[src/rtl/rr_priority_arbiter_if.sv]
// Request/grant bundle between the requester ports and the shared-resource arbiter.
interface rr_priority_arbiter_if;
  logic [7:0] req;
  logic       rr_mode;
  logic [7:0] gnt;
  logic [2:0] gnt_idx;
  logic       gnt_valid;
  logic       hold_expired;

  modport master (
    output req, rr_mode,
    input  gnt, gnt_idx, gnt_valid, hold_expired
  );

  modport slave (
    input  req, rr_mode,
    output gnt, gnt_idx, gnt_valid, hold_expired
  );
endinterface

[src/rtl/rr_priority_arbiter.sv]
// 8-way arbiter: highest-index-wins with optional round-robin rotation,
// non-preemptive grant hold bounded by MAX_HOLD, one idle cycle between grants.
module rr_priority_arbiter #(
  parameter int unsigned MAX_HOLD = 8
) (
  input  logic                 clk,
  input  logic                 rst,
  rr_priority_arbiter_if.slave bus
);
  typedef enum logic {IDLE, GRANT} state_t;

  localparam logic [7:0] HOLD_LAST = 8'(MAX_HOLD - 1);

  state_t     r_state, w_state_n;
  logic [7:0] r_gnt, w_gnt_n;
  logic [2:0] r_idx, w_idx_n;
  logic [2:0] r_last, w_last_n;
  logic [7:0] r_hold, w_hold_n;
  logic       r_hx, w_hx_n;
  logic [7:0] w_masked;
  logic [2:0] w_win;

  function automatic logic [2:0] f_top(input logic [7:0] v);
    logic [2:0] idx;
    idx = '0;
    for (int unsigned i = 0; i < 8; i++)
      if (v[i]) idx = 3'(i);
    return idx;
  endfunction

  always_ff @(posedge clk) begin
    if (rst) begin
      r_state <= IDLE;
      r_gnt   <= '0;
      r_idx   <= '0;
      r_last  <= '0;
      r_hold  <= '0;
      r_hx    <= 1'b0;
    end else begin
      r_state <= w_state_n;
      r_gnt   <= w_gnt_n;
      r_idx   <= w_idx_n;
      r_last  <= w_last_n;
      r_hold  <= w_hold_n;
      r_hx    <= w_hx_n;
    end
  end

  // Round-robin looks below the last winner first, then wraps to the full vector.
  always_comb begin
    w_masked = '0;
    for (int unsigned i = 0; i < 8; i++)
      w_masked[i] = bus.req[i] && (3'(i) < r_last);
    w_win = (bus.rr_mode && (|w_masked)) ? f_top(w_masked) : f_top(bus.req);
  end

  always_comb begin
    w_state_n = r_state;
    w_gnt_n   = r_gnt;
    w_idx_n   = r_idx;
    w_last_n  = r_last;
    w_hold_n  = r_hold;
    w_hx_n    = 1'b0;
    case (r_state)
      IDLE: begin
        w_gnt_n  = '0;
        w_idx_n  = '0;
        w_hold_n = '0;
        if (|bus.req) begin
          w_state_n = GRANT;
          w_gnt_n   = 8'b1 << w_win;
          w_idx_n   = w_win;
          w_last_n  = w_win;
        end
      end
      GRANT: begin
        // A requester drop wins over expiry on the same edge: no pulse.
        if (!bus.req[r_idx] || r_hold == HOLD_LAST) begin
          w_state_n = IDLE;
          w_gnt_n   = '0;
          w_idx_n   = '0;
          w_hold_n  = '0;
          w_hx_n    = bus.req[r_idx];
        end else begin
          w_hold_n = r_hold + 8'd1;
        end
      end
      default: w_state_n = IDLE;
    endcase
  end

  always_comb begin
    bus.gnt          = r_gnt;
    bus.gnt_idx      = r_idx;
    bus.gnt_valid    = |r_gnt;
    bus.hold_expired = r_hx;
  end
endmodule

[src/flat_wrapper.sv]
// flat-port wrapper written by rule: the top's interface ports become plain ports
module rr_priority_arbiter_flat 
#(
  parameter int unsigned MAX_HOLD = 8
)
  (clk, rst, bus_req, bus_rr_mode, bus_gnt, bus_gnt_idx, bus_gnt_valid, bus_hold_expired);
  rr_priority_arbiter_if bus_i ();
  input  logic clk;
  input  logic rst;
  input wire logic [$bits(bus_i.req)-1:0] bus_req;
  input wire logic [$bits(bus_i.rr_mode)-1:0] bus_rr_mode;
  output wire logic [$bits(bus_i.gnt)-1:0] bus_gnt;
  output wire logic [$bits(bus_i.gnt_idx)-1:0] bus_gnt_idx;
  output wire logic [$bits(bus_i.gnt_valid)-1:0] bus_gnt_valid;
  output wire logic [$bits(bus_i.hold_expired)-1:0] bus_hold_expired;
  assign bus_i.req = bus_req;
  assign bus_i.rr_mode = bus_rr_mode;
  assign bus_gnt = bus_i.gnt;
  assign bus_gnt_idx = bus_i.gnt_idx;
  assign bus_gnt_valid = bus_i.gnt_valid;
  assign bus_hold_expired = bus_i.hold_expired;
  rr_priority_arbiter #(.MAX_HOLD(MAX_HOLD)) u_core (.clk(clk), .rst(rst), .bus(bus_i));
endmodule
[config.mk]
export PLATFORM = sky130hd
export DESIGN_NAME = rr_priority_arbiter_flat
export DESIGN_NICKNAME = d
export VERILOG_FILES = /design/src/rtl/rr_priority_arbiter_if.sv /design/src/rtl/rr_priority_arbiter.sv /design/src/flat_wrapper.sv
export SDC_FILE = /design/constraint.sdc
export NUM_CORES = 1
export LEC_CHECK = 0
export CORE_MARGIN = 5
export CORE_UTILIZATION = 50
export CTS_BUF_LIST = sky130_fd_sc_hd__clkbuf_8
export DETAILED_ROUTE_END_ITERATION = 12
export DONT_BUFFER_PORTS = 1
export SETUP_SLACK_MARGIN = 0.02
export SLEW_MARGIN = 0
export SYNTH_ARGS = -nofsm -noshare
export SYNTH_HDL_FRONTEND = slang
export SYNTH_SLANG_ARGS = --single-unit
[constraint.sdc]
create_clock -name clk -period 2.28 [get_ports clk]
set_input_delay 0.456 -clock clk [delete_from_list [all_inputs] [get_ports clk]]
set_output_delay 0.456 -clock clk [all_outputs]
set_load 0.01 [all_outputs]
## Yosys cells after proc, flatten, opt, wreduce, memory -nomap -nowiden

Cells that the tools add are included.

| cells by class | value |
|---|---|
| equality and inequality tests | 2 |
| shift-type cells | 1 |
| muxes and demuxes | 28 |
| add/sub/neg operators | 1 |
| $lt $le $gt $ge | 9 |
| bitwise gates (word level) | 2 |
| reductions and logical operators | 16 |

Operators with widths:

| cell | count |
|---|---|
| $mux 3 | 11 |
| $pmux 8 s2 | 2 |
| $mux 8 | 3 |
| $reduce_or 8->1 | 3 |
| $lt 3x3->1 const A | 4 |
| $logic_and 1x1->1 | 9 |
| $add 8x1->8 const B | 1 |
| $eq 8x3->1 const B | 1 |
| $mux 2 | 4 |
| $shl 1x3->8 const A | 1 |
| $lt 1x3->1 const A | 2 |
| $lt 2x3->1 const A | 2 |
| $pmux 3 s2 | 1 |
| $mux 1 | 5 |
| $lt 3x4->1 const B | 1 |
| $bmux 1 s3 | 1 |
| $reduce_or 3->1 | 1 |
| $ne 2x2->1 const B | 1 |
| $not 1->1 | 2 |
| $pmux 1 s2 | 1 |
| $reduce_and 2->1 | 1 |
| $logic_not 1->1 | 1 |
| $logic_or 1x1->1 | 1 |

| storage, ports and cells | value |
|---|---|
| logic and storage cells | 65 |
| bits in registers | 24 |

## Depth between registers and ports, before layout

Gate-level depths: netlist of the first run.

| logic depth | value |
|---|---|
| depth after elaboration | 13 |
| mapped depth | 8 |
| depth with buffers taken out | 6 |

## Worst setup path before layout of the first run

OpenSTA, ideal clock, no wires.

| path | value |
|---|---|
| path kind | reg2reg |
| start point | register u_core.r_idx[0] (netlist: u_core.bus.gnt_idx[0]) |
| end point | register u_core.r_gnt[6] (netlist: u_core.bus.gnt[6]) |
| slack | 0.352 ns |
| library setup time | 0.117 ns |
| clock period less this slack | 1.928 ns |
| data arrival time | 1.810 ns |
| path buffers | 2 |
| stages on the path, launching flop included | 8 |
| cells stage by stage | dfxtp_1 mux4_1 mux2_4 nand3b_4 nor2b_2 buf_6 buf_8 a32o_1 |

| between the ends | value |
|---|---|
| cells in the longest elaborated chain, start to end | 5 |

RTL lines:

| what | line | source |
|---|---|---|
| start, declared | rr_priority_arbiter.sv:16 | `logic [2:0] r_idx, w_idx_n;` |
| start signal, assigned | rr_priority_arbiter.sv:42 | `r_idx <= w_idx_n;` |
| $bmux 1 s3 | rr_priority_arbiter.sv:78 | `if (!bus.req[r_idx] \|\| r_hold == HOLD_LAST) begin` |
| $mux 1 (not written as such) | rr_priority_arbiter.sv:78 |  |
| $logic_not 1->1 | rr_priority_arbiter.sv:78 |  |
| $logic_or 1x1->1 | rr_priority_arbiter.sv:78 |  |
| $ne 2x2->1 (no source line) | -- |  |
| end signal, assigned | rr_priority_arbiter.sv:41 | `r_gnt <= w_gnt_n;` |
| end, declared | rr_priority_arbiter.sv:15 | `logic [7:0] r_gnt, w_gnt_n;` |

No other way between the ends. The select of a mux whose other input is x is not followed.
A chain may end at the register's enable or synchronous reset.

## Final worst setup path of the first run

| path | value |
|---|---|
| start point | register u_core.r_idx[0] (netlist: u_core.bus.gnt_idx[0]) |
| end point | register u_core.r_state |

| between the ends | value |
|---|---|
| cells in the longest elaborated chain, start to end | 6 |

RTL lines:

| what | line | source |
|---|---|---|
| $bmux 1 s3 | rr_priority_arbiter.sv:78 |  |
| $mux 1 (not written as such) | rr_priority_arbiter.sv:78 |  |
| $logic_not 1->1 | rr_priority_arbiter.sv:78 |  |
| $logic_or 1x1->1 | rr_priority_arbiter.sv:78 |  |
| $mux 1 | rr_priority_arbiter.sv:78 |  |
| $pmux 1 s2 | rr_priority_arbiter.sv:64 | `case (r_state)` |
| end signal, assigned | rr_priority_arbiter.sv:40 | `r_state <= w_state_n;` |
| end, declared | rr_priority_arbiter.sv:14 | `state_t r_state, w_state_n;` |

No other way between the ends. The select of a mux whose other input is x is not followed.

==> metrics, run 1 <==
status=completed; multiplexer area fraction after synthesis=under 10%; Die Wd=59.2 um; # fillers=~230; gr ovfl total=0; Die Y=approximately 59 um; CP Class=reg2reg; Slew @ Worst Pin=around 0.63 ns; CTS resizes=0; worst-case clock skew=about 0.0024 ns; Hold Path Class=in2reg; initial core utilization=53.6%; Arr. time, crit path=roughly 2.2 ns; CTS tree=built; final setup violation count=0; Synth area leaders=dfxtp_1 40%, a22o_1 5.8%, mux4_1 4.3%; IO Pins=24; initial detailed-routing violation count=14; Worst slew margin=between 50 and 60%; fraction of registers with async set/reset=0%; All-Layer GR Usage=between 10% and 20%; GR Layer Usage met1=17.4%; total clock sinks=24; clock buffer depth=2; maximum clock rate=approximately 0.50 GHz; # rows=17; hold_buf cts=0; Hold Fails Final Rpt=0; Worst Setup End Kind=flip-flop; met3 Use GR=between 5 and 6%; met2 usage in global routing=roughly a quarter; largest family of logic cells by synthesized area=simple AND/OR/NAND/NOR gates; Synth Area in XOR/XNOR=about 4.3%; RSZ-0062 raised after global routing=no; DRT Pass-1 Iters=4; Seq/Total Area, Yosys=between 30% and 40%; RePlAce Congestion=between 0.8 and 0.9; Yosys top cell area share=39.8%; layout cells sized above 1=roughly 8%; top-count cell post-synth=dfxtp_1; half-perimeter wire length after placement=1890 um; Die Area=between 3000 and 4000 um^2; Reg clk slew, reported paths=0.08 ns; Synth Area in Adders=1.04%; clock latency at the later pin of the worst-skew pair=around 0.26 ns; max_cap viols=0; Layout Nets=between 100 and 150; wire per inst=around 16 um; Worst EP required=2.44 ns; first-pass GRT wire length=between 3000 and 4000 um; final critical-path setup slack=0.284 ns; Syn Std Cell Area=1210 um^2; largest net degree at the start of global routing=19; DR vias/cell=between 6 and 7; Pleak=~0.00053 uW; root buffer cell=clkbuf_8; PwrDens=a little over 800 nW/um^2; Max VDD drop=485 uV; Antenna Cells=0; dpl ws=approximately 0.26 ns; minimum clock period=between 1.5 and 2 ns; worst-path maximum fanout=18; Post-Syn Area per Cell=~9.5 um^2; Synth Area in Compound Gates=approximately a fifth; IO buf count=0; final WL=roughly 2400 um; Setup crit start kind=flip-flop; top cells by instance count after synthesis=24 x dfxtp_1, 10 x nor2_1, 8 x a22o_1; antenna-violating nets left=0; Fin Setup TNS=0 ns; total setup buffers inserted after CTS=0; fin area=1260 um^2; Yosys top cell by area=dfxtp_1; Synth Register Bits=24; Vias=934; CTS H-tree depth=1; total core area=~2300 um^2; Syn. warnings=0; Num CTS Buffers=3; dpl cell area=~1200 um^2; Max Slew Vio Count=0; vias in the first global route=about 900; Remaining DRCs=0; library cells used by synthesis=between 40 and 50; period utilisation layout=between 80% and 90%; Synth Flop Type=dfxtp_1; initial antenna violation count=0; Post-synth EDFFs=0; Simple-Gate Fraction of Synth Area=between 20% and 30%; GRT busiest layer=met2; final core occ=56.1%; Mapped Cells=127; Synth Net Count=139; layout overhead on the synthesized area=4.66%
[power breakdown]
group	internal [uW]	switching [uW]	total [uW]
clock network	154	130	284
registers	458	64.6	523
logic	104	111	214
[area by class of cell]
class	count	area [um^2]	area share [%]
Multi-Input combinational cell	94	672	53.1
Timing Repair Buffer	1	7.51	0.593
Tap cell	28	35.0	2.77
Inverter	4	15.0	1.19
Clock buffer	4	55.1	4.35
Sequential cell	24	480	38.0
[placed cells by master, fill, tap and decap left out, types with 2 or more instances in the layout]
cell type / Yosys / routed
xor2_1: 2 / 2
o22ai_1: 2 / 2
o21ai_0: 4 / 4
and3_1: 4 / 4
nand3_1: 6 / 6
a21o_1: 3 / 3
a32o_1: 2 / 2
and2b_1: 2 / 2
nand2_1: 6 / 6
a21oi_1: 4 / 4
nor4_1: 3 / 3
nor3_1: 3 / 3
inv_1: 4 / 4
a22o_1: 8 / 8
dfxtp_1: 24 / 24
nor2b_1: 2 / 2
and2_1: 5 / 5
mux4_1: 2 / 2
xnor2_1: 4 / 4
nor2_1: 10 / 10
a211oi_1: 2 / 2
clkbuf_8: 0 / 4
nand4_1: 2 / 2
[cells by family (layout without fill, tap and decap cells)]
family | after synthesis | after routing
mux | 5 | 5
fa+ha+maj | 1 | 1
xor+xnor | 6 | 6
flops | 24 | 24
compound gates | 32 | 32
buf+inv | 9 | 9
simple gates | 50 | 50
[metal layers]
layer  vias to the layer above  routed length, um
met3                         6                172
met2                        22               1110
met1                       437               1090
met4                         0                 32
met5                         -                  0
li1                        469                  -
[registers in the layout, indices dropped and copies added (netlist names)]
| name | cells |
|---|---|
| u_core.bus.gnt_idx | 3 |
| u_core.bus.gnt | 8 |
| u_core.bus.hold_expired | 1 |
| u_core.r_hold | 8 |
| u_core.r_state | 1 |
| u_core.r_last | 3 |
[final timing paths]
path | start | end | slack (ns) | cells after the start
max | u_core.bus.gnt_idx[0] | u_core.r_state | 0.28 | 5
min reg2reg | u_core.r_hold[0] | u_core.r_hold[0] | 0.45 | 1
min | rst | u_core.r_last[1] | 0.25 | 1
max reg2reg | u_core.bus.gnt_idx[0] | u_core.r_state | 0.28 | 5
[through the flow]
stage / std cells / total power, uW / hold WS, ns
after floorplan: 127 / 712 / 0.412
after global placement: 151 / 746 / 0.427
after detailed placement: 151 / 748 / 0.435
after CTS: 155 / 1030 / 0.252
after global routing: 155 / 1080 / 0.244
final: 155 / 1020 / 0.254
[worst max-delay path, stage by stage, from the launching register on]
cell,delay (ns)
dfxtp_1,0.46
mux4_1,0.60
mux2_4,0.30
nand3b_4,0.10
nor2b_2,0.13
or2_2,0.30
No activity file was read; power rests on OpenSTA's default activity.
==> inputs of run 2 (changes only) <==
- PLACE_DENSITY: not set -> 0.63
==> metrics, run 2 (synthesized netlist as in run 1, its figures left out) <==
root buffer cell=clkbuf_8; DR vias/cell=slightly above 6; minimum clock period=between 2 and 2.5 ns; gr ovfl total=0; # fillers=234; IO Pins=24; initial antenna violation count=0; FF-to-FF End=u_core.r_state; Hold Path Stages=1; antenna-violating nets left=0; total power=1110 uW; Worst EP required=about 2.4 ns; Crit-path slowest cell=mux4_1; layout cells sized above 1=approximately 8.6%; DRT Pass-1 Iters=4; clock buffer depth=2; initial detailed-routing violation count=21; Pleak=between 0.0005 and 0.0006 uW; Hold Fails Final Rpt=0; most frequent cells in the layout=24 x dfxtp_1, 10 x nor2_1, 8 x a22o_1, 6 x nand2_1, 6 x nand3_1; CP Class=reg2reg; worst r2r src=u_core.bus.gnt_idx[0]; Slew @ Worst Pin=about 0.64 ns; worst-path maximum fanout=18; Setup crit start kind=flip-flop; first-pass GRT wire length=3940 um; fin area=about 1300 um^2; dpl cell area=1220 um^2; total core area=about 2300 um^2; maximum clock rate=just under 0.5 GHz; Crit path largest cell delay=between 0.6 and 0.7 ns; Reg clk slew, reported paths=approximately 0.09 ns; Worst Setup End Kind=flip-flop; Worst slew margin=a little under three fifths; WHS Endpoint=u_core.r_last[1]; total setup buffers inserted after CTS=0; Layout Nets=141; cell chain of the critical path=mux4_1 -> mux2_4 -> nand3b_4 -> nor2b_2 -> or2_2; Max VDD drop=a little under 600 uV; CTS resizes=0; Antenna Cells=0; most common cell after layout, fill and taps aside=dfxtp_1; Vias=around 970; Num CTS Buffers=3; final setup violation count=0; CTS tree=built; largest net degree at the start of global routing=19; Remaining DRCs=0; Fin Setup TNS=0 ns; CTS H-tree depth=1; Die Area=3500 um^2; # rows=17; IO buf count=0; worst-case clock skew=0.00750 ns; vias in the first global route=871; half-perimeter wire length after placement=1830 um; Worst R2R Setup Slack=between 0.2 and 0.25 ns; Max Slew Vio Count=0; total clock sinks=24; RSZ-0062 raised after global routing=no; clock latency at the later pin of the worst-skew pair=~0.27 ns; Hold Path Origin=rst; wire per inst=between 15 and 20 um; Arr. time, crit path=roughly 2.2 ns; Die Y=about 59 um; final WL=2350 um; final core occ=a little under three fifths; PwrDens=roughly 860 nW/um^2; status=completed; Die Wd=59.2 um; initial core utilization=about 54%; RePlAce Congestion=between 0.8 and 0.9; period utilisation layout=89.4%; layout overhead on the synthesized area=6.63%; Worst Reg-to-Reg Cells=5; All-Layer GR Usage=around 14%; max_cap viols=0; hold_buf cts=0; Hold Path Class=in2reg
## run 2: changes by cell type in the layout (fill, tap and decap cells not counted), sizes merged
cell    change
clkbuf      -1
bufinv      +1
buf         +1
## run 2: routing by layer
metal  GRT usage, %  up-vias  wire [um]
li1               -      472          -
met5              0        -          0
met1           19.8      454       1120
met2           19.9       36        953
met3           6.54        4        257
met4           5.18        0         25
## run 2: cell type report
class	count	area [um^2]	share of cell area [%]
Clock buffer	3	41.3	3.20
Multi-Input combinational cell	94	672	52.1
Timing Repair Buffer	2	15.0	1.17
Clock inverter	1	30.0	2.33
Tap cell	28	35.0	2.72
Sequential cell	24	480	37.3
Inverter	4	15.0	1.17
## run 2: worst max-delay path by stage
| stage | slack, ns | from | to | depth (start not counted) |
|---|---|---|---|---|
| detailed placement | 0.25 | u_core.bus.gnt_idx[0] | u_core.r_state | 5 |
| global route | 0.10 | u_core.r_last[1] | u_core.bus.gnt[7] | 6 |
| floorplan | 0.35 | u_core.bus.gnt_idx[0] | u_core.bus.gnt[6] | 7 |
| finish | 0.24 | u_core.bus.gnt_idx[0] | u_core.r_state | 5 |
| global placement | 0.26 | u_core.bus.gnt_idx[0] | u_core.r_state | 5 |
| CTS | 0.24 | u_core.bus.gnt_idx[0] | u_core.r_state | 5 |
## run 2: report_power, final
part	internal (uW)	switching, uW
clock network	235	134
registers	458	63.5
logic	107	113
total	799	311
## run 2: stage by stage
stage	setup slack, ns	std cells	hold WS [ns]
final	0.241	156	0.249
after global routing	0.103	156	0.246
after CTS	0.245	156	0.247
after detailed placement	0.251	152	0.433
after global placement	0.258	152	0.424
after floorplan	0.352	127	0.412
## run 2: worst max-delay path: cells and delay by family (launching register included)
kind / cells / cell delay, ns
multiplexers: 2 / 0.92
AND/OR/NAND/NOR: 3 / 0.52
flip-flops: 1 / 0.49
==> inputs of run 3 (changes only) <==
- RECOVER_POWER: not set -> 25
- SETUP_SLACK_MARGIN: 0.02 -> 0.2
- SKIP_CTS_REPAIR_TIMING: not set -> 1
==> metrics, run 3 (synthesized netlist as in run 1, its figures left out) <==
Slew @ Worst Pin=between 0.6 and 0.7 ns; clock buffer depth=2; sw frac=between 20% and 30%; initial core utilization=between 50% and 60%; Worst Setup End Kind=flip-flop; Antenna Cells=0; first-pass GRT wire length=roughly 4000 um; IO Pins=24; Vias=965; clock latency at the later pin of the worst-skew pair=between 0.2 and 0.3 ns; dpl ws=around 0.25 ns; half-perimeter wire length after placement=about 1800 um; P_int=approximately 800 uW; layout overhead on the synthesized area=8.39%; clock share of power=about a third; minimum clock period=about 2 ns; DR vias/cell=between 6 and 7; layout cells sized above 1=a little under an eighth; initial antenna violation count=0; final setup violation count=0; wire per inst=15.9 um; vias in the first global route=871; Worst EP required=~2.4 ns; total clock sinks=24; Worst slew margin=57.6%; Die Y=59.2 um; Arr. time, crit path=roughly 2.2 ns; initial detailed-routing violation count=32; Remaining DRCs=0; Logic pwr share=21.1%; RePlAce Congestion=between 0.8 and 0.9; Layout Nets=141; CTS H-tree depth=1; # fillers=between 200 and 250; Hold Path Origin=rst; worst-case clock skew=~0.0083 ns; RSZ-0062 raised after global routing=no; CP Class=reg2reg; All-Layer GR Usage=14.5%; most frequent cells in the layout=23 x dfxtp_1, 10 x nor2_1, 8 x a22o_1, 6 x nand2_1, 6 x nand3_1; DRT Pass-1 Iters=4; period utilisation layout=89.3%; Die Area=around 3500 um^2; Seq pwr share=46.3%; worst r2r src=u_core.bus.gnt_idx[0]; most common cell after layout, fill and taps aside=dfxtp_1; worst-path maximum fanout=18; Pleak=between 0.0005 and 0.0006 uW; Max VDD drop=approximately 600 uV; Max Slew Vio Count=0; switching power=about 320 uW; PwrDens=~860 nW/um^2; Fin Setup TNS=0 ns; Storage cell area=between 400 and 500 um^2; Num CTS Buffers=3; IO buf count=0; status=completed; multi-input logic area=around 700 um^2; Setup crit start kind=flip-flop; maximum clock rate=0.491 GHz; Critical Path Source=u_core.bus.gnt_idx[0]; max_cap viols=0; antenna-violating nets left=0; # rows=17; final WL=around 2500 um; Hold Fails Final Rpt=0; Die Wd=approximately 59 um; root buffer cell=clkbuf_8; largest net degree at the start of global routing=19; total core area=2250 um^2; CTS tree=built; Reg clk slew, reported paths=about 0.09 ns; final critical-path setup slack=0.243 ns; gr ovfl total=0; Hold Path Class=in2reg
run 3: power by group through the flow:
| stage | Clock, uW | Combinational [uW] | Sequential (uW) |
|---|---|---|---|
| global placement | 0 | 221 | 532 |
| detailed placement | 0 | 219 | 533 |
| finish | 369 | 238 | 524 |
| CTS | 371 | 221 | 522 |
| global route | 385 | 263 | 530 |
| floorplan | 0 | 207 | 505 |
run 3: cell type report:
class                      count  area share [%]
multi-input combinational     94            52.8
sequential                    24            36.8
clock buffer                   3            3.15
tap                           28            2.67
clock inverter                 1            2.29
timing repair buffer           2            1.15
inverter                       4            1.15
run 3: worst paths after layout:
check	end	slack, ns	depth (start not counted)
setup reg to reg	u_core.r_state	0.24	5
hold reg to reg	u_core.r_hold[0]	0.44	1
hold / removal	u_core.r_last[1]	0.24	1
setup / recovery	u_core.r_state	0.24	5
run 3: metal layers:
| metal | vias to the layer above | track usage, % | wire, um |
|---|---|---|---|
| li1 | 471 | - | - |
| met1 | 447 | 19.8 | 1150 |
| met2 | 41 | 19.9 | 1010 |
| met3 | 6 | 6.54 | 285 |
| met4 | 0 | 5.18 | 31 |
| met5 | - | 0 | 0 |
run 3: worst max-delay path: stages (launching register included):
cell      delay, ns
dfxtp_1        0.49
mux4_1         0.61
mux2_4         0.30
nand3b_4       0.09
nor2b_2        0.13
or2_2          0.30
run 3: metrics by stage:
step | area (um^2) | std cells | hold WS, ns | total power [uW] | utilization [%]
detailed placement | 1220 | 152 | 0.433 | 752 | 54.0
global route | 1310 | 156 | 0.242 | 1180 | 58.1
finish | 1310 | 156 | 0.240 | 1130 | 58.1
floorplan | 1210 | 127 | 0.412 | 712 | -
CTS | 1290 | 156 | 0.247 | 1110 | 57.2
global placement | 1220 | 152 | 0.424 | 753 | 54.0
